--- config.mk ---
export PLATFORM = sky130hd
export DESIGN_NAME = piso_tx_arbiter_flat
export DESIGN_NICKNAME = d
export VERILOG_FILES = /design/src/rtl/piso_pkg.sv /design/src/rtl/piso_tx_arbiter_if.sv /design/src/rtl/piso_shift.sv /design/src/rtl/piso_tx_arbiter.sv /design/src/flat_wrapper.sv
export SDC_FILE = /design/constraint.sdc
export NUM_CORES = 1
export LEC_CHECK = 0
export ABC_AREA = 1
export CAP_MARGIN = 10
export CORE_ASPECT_RATIO = 0.7
export CORE_MARGIN = 5
export CORE_UTILIZATION = 37
export CTS_CLUSTER_DIAMETER = 30
export CTS_CLUSTER_SIZE = 10
export DETAILED_ROUTE_END_ITERATION = 6
export GPL_TIMING_DRIVEN = 0
export PLACE_DENSITY = 0.71
export SYNTH_ARGS = -nofsm -noshare
export SYNTH_HDL_FRONTEND = slang
export SYNTH_SLANG_ARGS = --single-unit
--- constraint.sdc ---
create_clock -name clk -period 3.3 [get_ports clk]
set_input_delay 0.825 -clock clk [delete_from_list [all_inputs] [get_ports clk]]
set_output_delay 0.825 -clock clk [all_outputs]
set_load 0.02 [all_outputs]
--- src/rtl/piso_pkg.sv ---
// Shared types and sizing helpers for the PISO transmit arbiter.
package piso_pkg;

    typedef enum logic [1:0] {StIdle, StShift, StGap} state_t;

    localparam int unsigned DefN   = 4;
    localparam int unsigned DefW   = 4;
    localparam int unsigned DefGap = 1;

    // Index/counter width for a range of n values, never below 1 bit.
    function automatic int unsigned src_w(input int unsigned n);
        return (n > 1) ? $clog2(n) : 1;
    endfunction

endpackage

--- src/rtl/piso_tx_arbiter_if.sv ---
// Requester-side bus and serial output of the PISO transmit arbiter.
interface piso_tx_arbiter_if #(
    parameter int unsigned N = piso_pkg::DefN,
    parameter int unsigned W = piso_pkg::DefW
);
    logic [N-1:0]                   req;
    logic [N*W-1:0]                 data;
    logic [N-1:0]                   ack;
    logic                           so;
    logic                           so_valid;
    logic                           so_first;
    logic                           so_last;
    logic [piso_pkg::src_w(N)-1:0]  src;
    logic                           busy;

    modport master (
        output req, data,
        input  ack, so, so_valid, so_first, so_last, src, busy
    );

    modport slave (
        input  req, data,
        output ack, so, so_valid, so_first, so_last, src, busy
    );
endinterface

--- src/rtl/piso_shift.sv ---
// W-bit parallel-load, MSB-first shift register; load wins over shift.
module piso_shift #(
    parameter int unsigned W = 4
) (
    input  logic         clk,
    input  logic         rst,
    input  logic         load,
    input  logic         shift,
    input  logic [W-1:0] pi,
    output logic         so
);
    logic [W-1:0] sr_q, sr_d;

    always_comb begin
        sr_d = sr_q;
        if (load) begin
            sr_d = pi;
        end else if (shift) begin
            sr_d = {sr_q[W-2:0], 1'b0};
        end
    end

    always_ff @(posedge clk or negedge rst) begin
        if (!rst) begin
            sr_q <= '0;
        end else begin
            sr_q <= sr_d;
        end
    end

    assign so = sr_q[W-1];
endmodule

--- src/rtl/piso_tx_arbiter.sv ---
// Round-robin scheduler sharing one PISO shifter among N requesters,
// with framing strobes, source index and an optional inter-frame gap.
module piso_tx_arbiter
    import piso_pkg::*;
#(
    parameter int unsigned N   = DefN,
    parameter int unsigned W   = DefW,
    parameter int unsigned GAP = DefGap
) (
    input logic               clk,
    input logic               rst,
    piso_tx_arbiter_if.slave  bus
);
    localparam int unsigned SW      = src_w(N);
    localparam int unsigned CW      = src_w(W);
    localparam int unsigned GW      = src_w(GAP);
    localparam int unsigned GapLast = (GAP > 0) ? GAP - 1 : 0;

    state_t         state_q, state_d;
    logic [SW-1:0]  ptr_q, ptr_d;
    logic [SW-1:0]  src_q, src_d;
    logic [CW-1:0]  cnt_q, cnt_d;
    logic [GW-1:0]  gcnt_q, gcnt_d;
    logic [N-1:0]   ack_q, ack_d;
    logic           valid_q, valid_d;
    logic           first_q, first_d;
    logic           last_q, last_d;

    logic           found;
    logic [SW-1:0]  win;
    int unsigned    idx;
    logic [W-1:0]   win_data;
    logic           load, shift, shift_so;

    // Search ptr, ptr+1, ... mod N for the first asserted request.
    always_comb begin
        found = 1'b0;
        win   = '0;
        idx   = 0;
        for (int unsigned i = 0; i < N; i++) begin
            idx = (32'(ptr_q) + i) % N;
            if (!found && bus.req[idx]) begin
                found = 1'b1;
                win   = SW'(idx);
            end
        end
    end

    assign win_data = bus.data[32'(win)*W +: W];
    assign load     = (state_q == StIdle) && found;
    assign shift    = (state_q == StShift);

    always_comb begin
        state_d = state_q;
        ptr_d   = ptr_q;
        src_d   = src_q;
        cnt_d   = cnt_q;
        gcnt_d  = gcnt_q;
        ack_d   = '0;
        valid_d = valid_q;
        first_d = 1'b0;
        last_d  = 1'b0;
        unique case (state_q)
            StIdle: begin
                if (found) begin
                    state_d = StShift;
                    src_d   = win;
                    ack_d   = N'(1) << win;
                    cnt_d   = CW'(W - 1);
                    ptr_d   = SW'((32'(win) + 1) % N);
                    valid_d = 1'b1;
                    first_d = 1'b1;
                end
            end
            StShift: begin
                if (cnt_q == '0) begin
                    valid_d = 1'b0;
                    if (GAP > 0) begin
                        state_d = StGap;
                        gcnt_d  = GW'(GapLast);
                    end else begin
                        state_d = StIdle;
                    end
                end else begin
                    cnt_d  = cnt_q - CW'(1);
                    last_d = (cnt_q == CW'(1));
                end
            end
            StGap: begin
                if (gcnt_q == '0) begin
                    state_d = StIdle;
                end else begin
                    gcnt_d = gcnt_q - GW'(1);
                end
            end
            default: state_d = StIdle;
        endcase
    end

    always_ff @(posedge clk or negedge rst) begin
        if (!rst) begin
            state_q <= StIdle;
            ptr_q   <= '0;
            src_q   <= '0;
            cnt_q   <= '0;
            gcnt_q  <= '0;
            ack_q   <= '0;
            valid_q <= 1'b0;
            first_q <= 1'b0;
            last_q  <= 1'b0;
        end else begin
            state_q <= state_d;
            ptr_q   <= ptr_d;
            src_q   <= src_d;
            cnt_q   <= cnt_d;
            gcnt_q  <= gcnt_d;
            ack_q   <= ack_d;
            valid_q <= valid_d;
            first_q <= first_d;
            last_q  <= last_d;
        end
    end

    piso_shift #(
        .W (W)
    ) u_shift (
        .clk   (clk),
        .rst   (rst),
        .load  (load),
        .shift (shift),
        .pi    (win_data),
        .so    (shift_so)
    );

    assign bus.ack      = ack_q;
    assign bus.so       = shift_so & valid_q;
    assign bus.so_valid = valid_q;
    assign bus.so_first = first_q;
    assign bus.so_last  = last_q;
    assign bus.src      = src_q;
    assign bus.busy     = (state_q != StIdle);
endmodule

--- src/flat_wrapper.sv ---
// flat-port wrapper written by rule: the top's interface ports become plain ports
module piso_tx_arbiter_flat import piso_pkg::*;
#(
    parameter int unsigned N   = DefN,
    parameter int unsigned W   = DefW,
    parameter int unsigned GAP = DefGap
)
  (clk, rst, bus_req, bus_data, bus_ack, bus_so, bus_so_valid, bus_so_first, bus_so_last, bus_src, bus_busy);
  piso_tx_arbiter_if #(.N(N), .W(W)) bus_i ();
  input logic clk;
  input logic rst;
  input wire logic [$bits(bus_i.req)-1:0] bus_req;
  input wire logic [$bits(bus_i.data)-1:0] bus_data;
  output wire logic [$bits(bus_i.ack)-1:0] bus_ack;
  output wire logic [$bits(bus_i.so)-1:0] bus_so;
  output wire logic [$bits(bus_i.so_valid)-1:0] bus_so_valid;
  output wire logic [$bits(bus_i.so_first)-1:0] bus_so_first;
  output wire logic [$bits(bus_i.so_last)-1:0] bus_so_last;
  output wire logic [$bits(bus_i.src)-1:0] bus_src;
  output wire logic [$bits(bus_i.busy)-1:0] bus_busy;
  assign bus_i.req = bus_req;
  assign bus_i.data = bus_data;
  assign bus_ack = bus_i.ack;
  assign bus_so = bus_i.so;
  assign bus_so_valid = bus_i.so_valid;
  assign bus_so_first = bus_i.so_first;
  assign bus_so_last = bus_i.so_last;
  assign bus_src = bus_i.src;
  assign bus_busy = bus_i.busy;
  piso_tx_arbiter #(.N(N), .W(W), .GAP(GAP)) u_core (.clk(clk), .rst(rst), .bus(bus_i));
endmodule
After elaboration in Yosys (flattened, before gate mapping). Index checks and enable logic that the tools add are counted.

Register bits after elaboration: 20. Latch bits: 0. RAM bits: 0. ROM bits: 0. Input port bits: 22. Output and inout bits: 11. Logic and storage cells: 84. Memories: 0.

$add $sub $neg: 6. Multiply operators: 0. Divide/modulo/power cells: 0. Order comparisons: 4. Equality and inequality tests: 7. Shift-type cells: 2. Multiplexer cells: 36. Bitwise operators: 1. Reductions and logical operators: 18.

Operators with widths (number): two-way mux 2 bit (9); two-way mux 4 bit (4); variable part select 16 x 5 -> 4 bit (1); two-way mux 1 bit (15); < comparator 2 x 3 -> 1 bit, second input constant (4); AND reduction 3 bit (3); binary-select mux 1 bit (select 2 bit) (4); nonzero test 2 bit (4); inequality test 2 bit, second input constant (3); one-hot mux 2 bit (3 select lines) (1); adder 2 x 1 -> 2 bit, second input constant (2); adder 2 bit, second input constant (2); equality test 2 x 1 -> 1 bit, second input constant (2); logical AND 1 bit (4); logical NOT 2 bit (2); one-hot mux 1 bit (2 select lines) (2); one-hot mux 2 bit (2 select lines) (1); AND reduction 2 bit (2); left shift 1 x 2 -> 4 bit, first input constant (1); logical NOT 1 bit (3); equality test 2 bit, second input constant (1); inequality test 2 x 1 -> 1 bit, second input constant (1); subtractor 2 x 1 -> 2 bit, second input constant (1); AND 1 bit (1); subtractor 1 bit, second input constant (1).

Longest topological paths before layout.
Depth after elaboration: 15. Gate-level depth with buffers: 15. Mapped depth without buffers: 13.

Cells and area by module. Synthesis repeated with hierarchy kept, for this count alone.

Cells, all modules: 188. Area, all modules: 1276.2 µm².

Modules (own cells, without submodules): piso_tx_arbiter (times used 1, cells each 167, area each 1102.3 µm², seq. area each 375.4 µm²); piso_shift (times used 1, cells each 21, area each 173.9 µm², seq. area each 100.1 µm²).

Least setup slack after synthesis. No wires, ideal clock.

Path kind: input port to flip-flop. Start point: input bus_req[1]. End point: register u_core.ptr_q[1]. Library setup time: 131 ps. Data arrival time: 1827 ps. Data required time: 3169 ps. Path slack: 1341 ps. Stages on the path: 11. Buffers on the path: 1. Path through: inv_1 nand2_1 nand3_1 nand2_2 nor2_4 nand3_4 nand3_4 buf_8 inv_1 nand3_1 o211ai_1.

Cells in the longest elaborated chain, start to end: 13. Elaborated cells between the ends (all ways): 24. Those cells by class: add/sub: 1; mux: 16; reduce/logical: 7.

RTL lines: from (decl) (line flat_wrapper.sv:12) `input wire logic [$bits(bus_i.req)-1:0] bus_req;`; binary-select mux 1 bit (select 2 bit) (line piso_tx_arbiter.sv:42) `if (!found && bus.req[idx]) begin`; two-way mux 1 bit (implied by the code) (line piso_tx_arbiter.sv:42); two-way mux 1 bit (line piso_tx_arbiter.sv:42); logical NOT 1 bit (line piso_tx_arbiter.sv:42); logical AND 1 bit (line piso_tx_arbiter.sv:42); two-way mux 1 bit (line piso_tx_arbiter.sv:42); logical NOT 1 bit (line piso_tx_arbiter.sv:42); logical AND 1 bit (line piso_tx_arbiter.sv:42); two-way mux 1 bit (line piso_tx_arbiter.sv:42); logical NOT 1 bit (line piso_tx_arbiter.sv:42); logical AND 1 bit (line piso_tx_arbiter.sv:42); two-way mux 2 bit or two-way mux 1 bit (tied branches) (line piso_tx_arbiter.sv:42); adder 2 x 1 -> 2 bit or AND reduction 2 bit (tied branches); to (signal assigned) (line piso_tx_arbiter.sv:113) `ptr_q <= ptr_d;`; to (decl) (line piso_tx_arbiter.sv:20) `logic [SW-1:0] ptr_q, ptr_d;`.

Parallel ways exist; a longest one is shown, timed or not. The select of a mux whose other input is x is not followed. A chain may end at the register's enable or synchronous reset.

Final worst setup path.
Start point: input bus_req[3]. End point: register u_core.u_shift.sr_q[0].

Cells in the longest elaborated chain, start to end: 14. Elaborated cells between the ends (all ways): 26. Those cells by class: shift: 1; mux: 17; reduce/logical: 8.

RTL lines: binary-select mux 1 bit (select 2 bit) (line piso_tx_arbiter.sv:42); two-way mux 1 bit (implied by the code) (line piso_tx_arbiter.sv:42); two-way mux 1 bit (line piso_tx_arbiter.sv:42); logical NOT 1 bit (line piso_tx_arbiter.sv:42); logical AND 1 bit (line piso_tx_arbiter.sv:42); two-way mux 1 bit (line piso_tx_arbiter.sv:42); logical NOT 1 bit (line piso_tx_arbiter.sv:42); logical AND 1 bit (line piso_tx_arbiter.sv:42); two-way mux 1 bit (line piso_tx_arbiter.sv:42); logical NOT 1 bit (line piso_tx_arbiter.sv:42); logical AND 1 bit (line piso_tx_arbiter.sv:42); two-way mux 2 bit or two-way mux 1 bit (tied branches) (line piso_tx_arbiter.sv:42); variable part select 16 x 5 -> 4 bit or logical AND 1 bit (tied branches) (line piso_tx_arbiter.sv:49, piso_tx_arbiter.sv:50); two-way mux 4 bit or nonzero test 2 bit (tied branches); to (signal assigned) (line piso_shift.sv:27) `sr_q <= sr_d;`; to (decl) (line piso_shift.sv:12) `logic [W-1:0] sr_q, sr_d;`.

Parallel ways exist; a longest one is shown, timed or not. The select of a mux whose other input is x is not followed.

==> results.py <==
metrics = {
    "run_status": {
        "status": "complete, no violations",
    },
    "cells_and_area": {
        "multi_input_logic_area_um2": 603,
        "sequential_standard_cell_area_um2": 475,
        "nFillCells": 298,
        "area_growth_pct": 34.3,
        "drive_above_1_share": 0.135,
        "antenna-diode-count": 0,
        "layout.nets": 218,
        "fin_util": 0.517,
        "commonest_non_fill_non_tap_cell_in_the_layout": "nand2_1",
        "top_library_cells_by_usage_in_the_layout_fill_and_taps_aside": "nand2_1 (42), clkdlybuf4s50_1 (32), inv_1 (22)",
    },
    "clocking": {
        "cts_bufs_inserted": 3,
        "cts.root.buffer_cell": "clkbuf_8",
        "cts_num_sinks": 19,
        "cts_max_level": 1,
        "post_cts_hold_buffers": 0,
        "cts.repair.resized": 0,
        "clk-insertion-delay-late_ps": 250,
        "tritoncts_clock_tree": "built",
        "cts.clk_slew.worst_paths_ps": 70,
        "clk_path_buf_depth": 2,
        "cts_post_setup_buffers_inserted": 0,
    },
    "global_routing": {
        "busiest_layer": "met2",
        "grt.overflow.total": 0,
        "grt_first_pass_wirelength_um": 5190,
        "first_global_vias": 1173,
        "largest_net_degree_at_the_start_of_global_routing": 20,
        "grt_antenna_before_repair": 0,
        "grtUsageMet1": 0.183,
        "grt_use_met3": 0.0419,
        "grt_usage": 0.140,
        "groute.layer.met2.usage": 0.226,
    },
    "logic_synthesis": {
        "synth_fp_nets": 181,
        "post_synth_num_cell_types": 24,
        "synth-seq-cells": 19,
        "post_synth_inst_count": 157,
        "ys_warn_count": 0,
        "synth.avg_cell_area_um2": 7.66,
        "ys_seq_area_frac": 0.395,
        "synth_area_um2": 1200,
    },
    "timing": {
        "worst-slew-pin-transition_ps": 849,
        "timing.hold.ws_ps": 487,
        "setup-tns-final_ps": 0,
        "final-hold-violation-count": 0,
        "slew_headroom": 0.432,
        "finalClockSkew_ps": 3.15,
        "setup_viol": 0,
        "highest_clock_rate_ghz": 0.425,
        "layout_worst_path_cycle_share": 0.713,
        "rsz0062_at_grt": "no",
        "final.setup.worst_slack_ps": 946,
        "timing_max_transition_violations_final": 0,
        "fin_crit_ps": 2350,
    },
    "worst_setup_path": {
        "start_point_of_the_critical_path": "bus_req[3]",
        "critPathLaunchType": "input port",
        "cp.required_ps": 3450,
        "worst_setup_path_endpoint": "u_core.u_shift.sr_q[0]",
        "path_max_fanout": 10,
        "rr_endpoint": "u_core.ptr_q[1]",
        "regToRegStartpoint": "u_core.ptr_q[1]",
        "reg2reg_depth": 11,
        "timing.critical_path.to_type": "flop",
        "cp_data_arrival_time_ps": 2500,
        "crit_type": "in2reg",
        "reg2reg_slack_ps": 1430,
    },
    "drt": {
        "wl_per_cell_um": 12.7,
        "drt_iter0_markers": 45,
        "routed_wl_um": 2930,
        "vias": 1139,
        "detail_route.first_pass.iterations": 4,
        "route.antenna.remaining_nets": 0,
        "drc_markers": 0,
        "drt-vias-per-instance": 4.93,
    },
    "floorplan": {
        "initial_core_util": 0.385,
        "floorplan.die.height_um": 57.7,
        "die_w_um": 78.1,
        "pin_count": 33,
        "fp.dieArea_um2": 4510,
        "design.core.area_um2": 3130,
        "std_cell_rows": 17,
    },
    "flow_run": {
        "cap_violations": 0,
    },
    "pwr": {
        "cellLeakagePower_uw": 0.000821,
        "ir_worst_vdd_mv": 0.483,
        "power.total_uw": 1800,
        "power.density_nw_per_um2": 1110,
    },
    "placed_design": {
        "count_of_input_and_output_buffers": 32,
        "hpwl_um": 2380,
        "post_placement_setup_slack_ps": 703,
        "place_congestion": 0.833,
    },
    "worst_hold_path": {
        "min-delay-path-class": "reg2reg",
    },
}
-- state kept, by name, summed over array words and instances, names as in the netlist, 2 cells and up --
name / count
u_core.ptr_q: 2
u_core.bus.ack: 4
u_core.u_shift.sr_q: 4
u_core.cnt_q: 2
u_core.bus.src: 2
u_core.state_q: 2
-- logic make-up after synthesis --
| family | count (synthesis) | share of synthesized area |
|---|---|---|
| and+or+nand+nor | 99 | 0.420 |
| buffers and inverters | 26 | 0.103 |
| DFF | 19 | 0.395 |
| AOI/OAI and AO/OA | 11 | 0.0604 |
| adders and majority gates | 2 | 0.0208 |
-- cells in the mapped netlist (all sizes together) --
master | count | area, µm²
nand3 | 23 | 150
o21a | 1 | 7.51
o211ai | 1 | 7.51
ha | 2 | 25.0
inv | 24 | 97.6
nor2 | 14 | 62.6
dfrtp | 19 | 475
a31oi | 1 | 6.26
a21oi | 2 | 10.0
o21ai | 3 | 18.8
nand4 | 8 | 50.1
nand2 | 54 | 243
a22oi | 3 | 22.5
buf | 2 | 26.3
-- power breakdown --
part           internal [µW]  switching [µW]
registers                337            55.6
clock network           85.7            71.4
logic                    474             774
-- stage by stage --
| stage | cells | cell area [µm²] |
|---|---|---|
| finish | 231 | 1620 |
| global route | 231 | 1620 |
| CTS | 231 | 1620 |
| detailed placement | 227 | 1570 |
| global placement | 227 | 1570 |
| floorplan | 157 | 1200 |
-- worst max-delay path: stages --
cell,delay (ps)
clkdlybuf4s50_1,500
inv_1,60
nand2_1,80
nand3_1,90
nand2_1,120
nand2_1,100
nand3_2,190
nand3_4,120
buf_8,160
nand2_1,60
nand3_1,70
nand3_1,80
nand2_1,50
-- worst min-delay path by stage --
stage                             endpoint  cells past startpoint                   start  slack (ps)
floorplan           u_core.u_shift.sr_q[0]                      2  u_core.u_shift.sr_q[0]         450
global placement         u_core.bus.src[1]                      2       u_core.bus.src[1]         460
detailed placement  u_core.u_shift.sr_q[0]                      2  u_core.u_shift.sr_q[0]         470
CTS                 u_core.u_shift.sr_q[0]                      2  u_core.u_shift.sr_q[0]         490
global route        u_core.u_shift.sr_q[0]                      2  u_core.u_shift.sr_q[0]         530
finish              u_core.u_shift.sr_q[0]                      2  u_core.u_shift.sr_q[0]         490
-- cell type report --
class	instances	share of cell area
plain buffers	2	0.0163
clock buffers	4	0.0279
inverters	24	0.0604
multi-input cells	112	0.373
flip-flops and latches	19	0.294
well taps	38	0.0294
repair buffers	32	0.198
-- layer usage --
metal	share of wire	vias to the layer above	wire length, µm
li1	-	578	-
met1	0.46	517	1340
met3	0.056	4	165
met2	0.47	40	1390
met4	0.013	0	37
met5	0	-	0
Note: power is estimated with default switching activity, not from simulation.
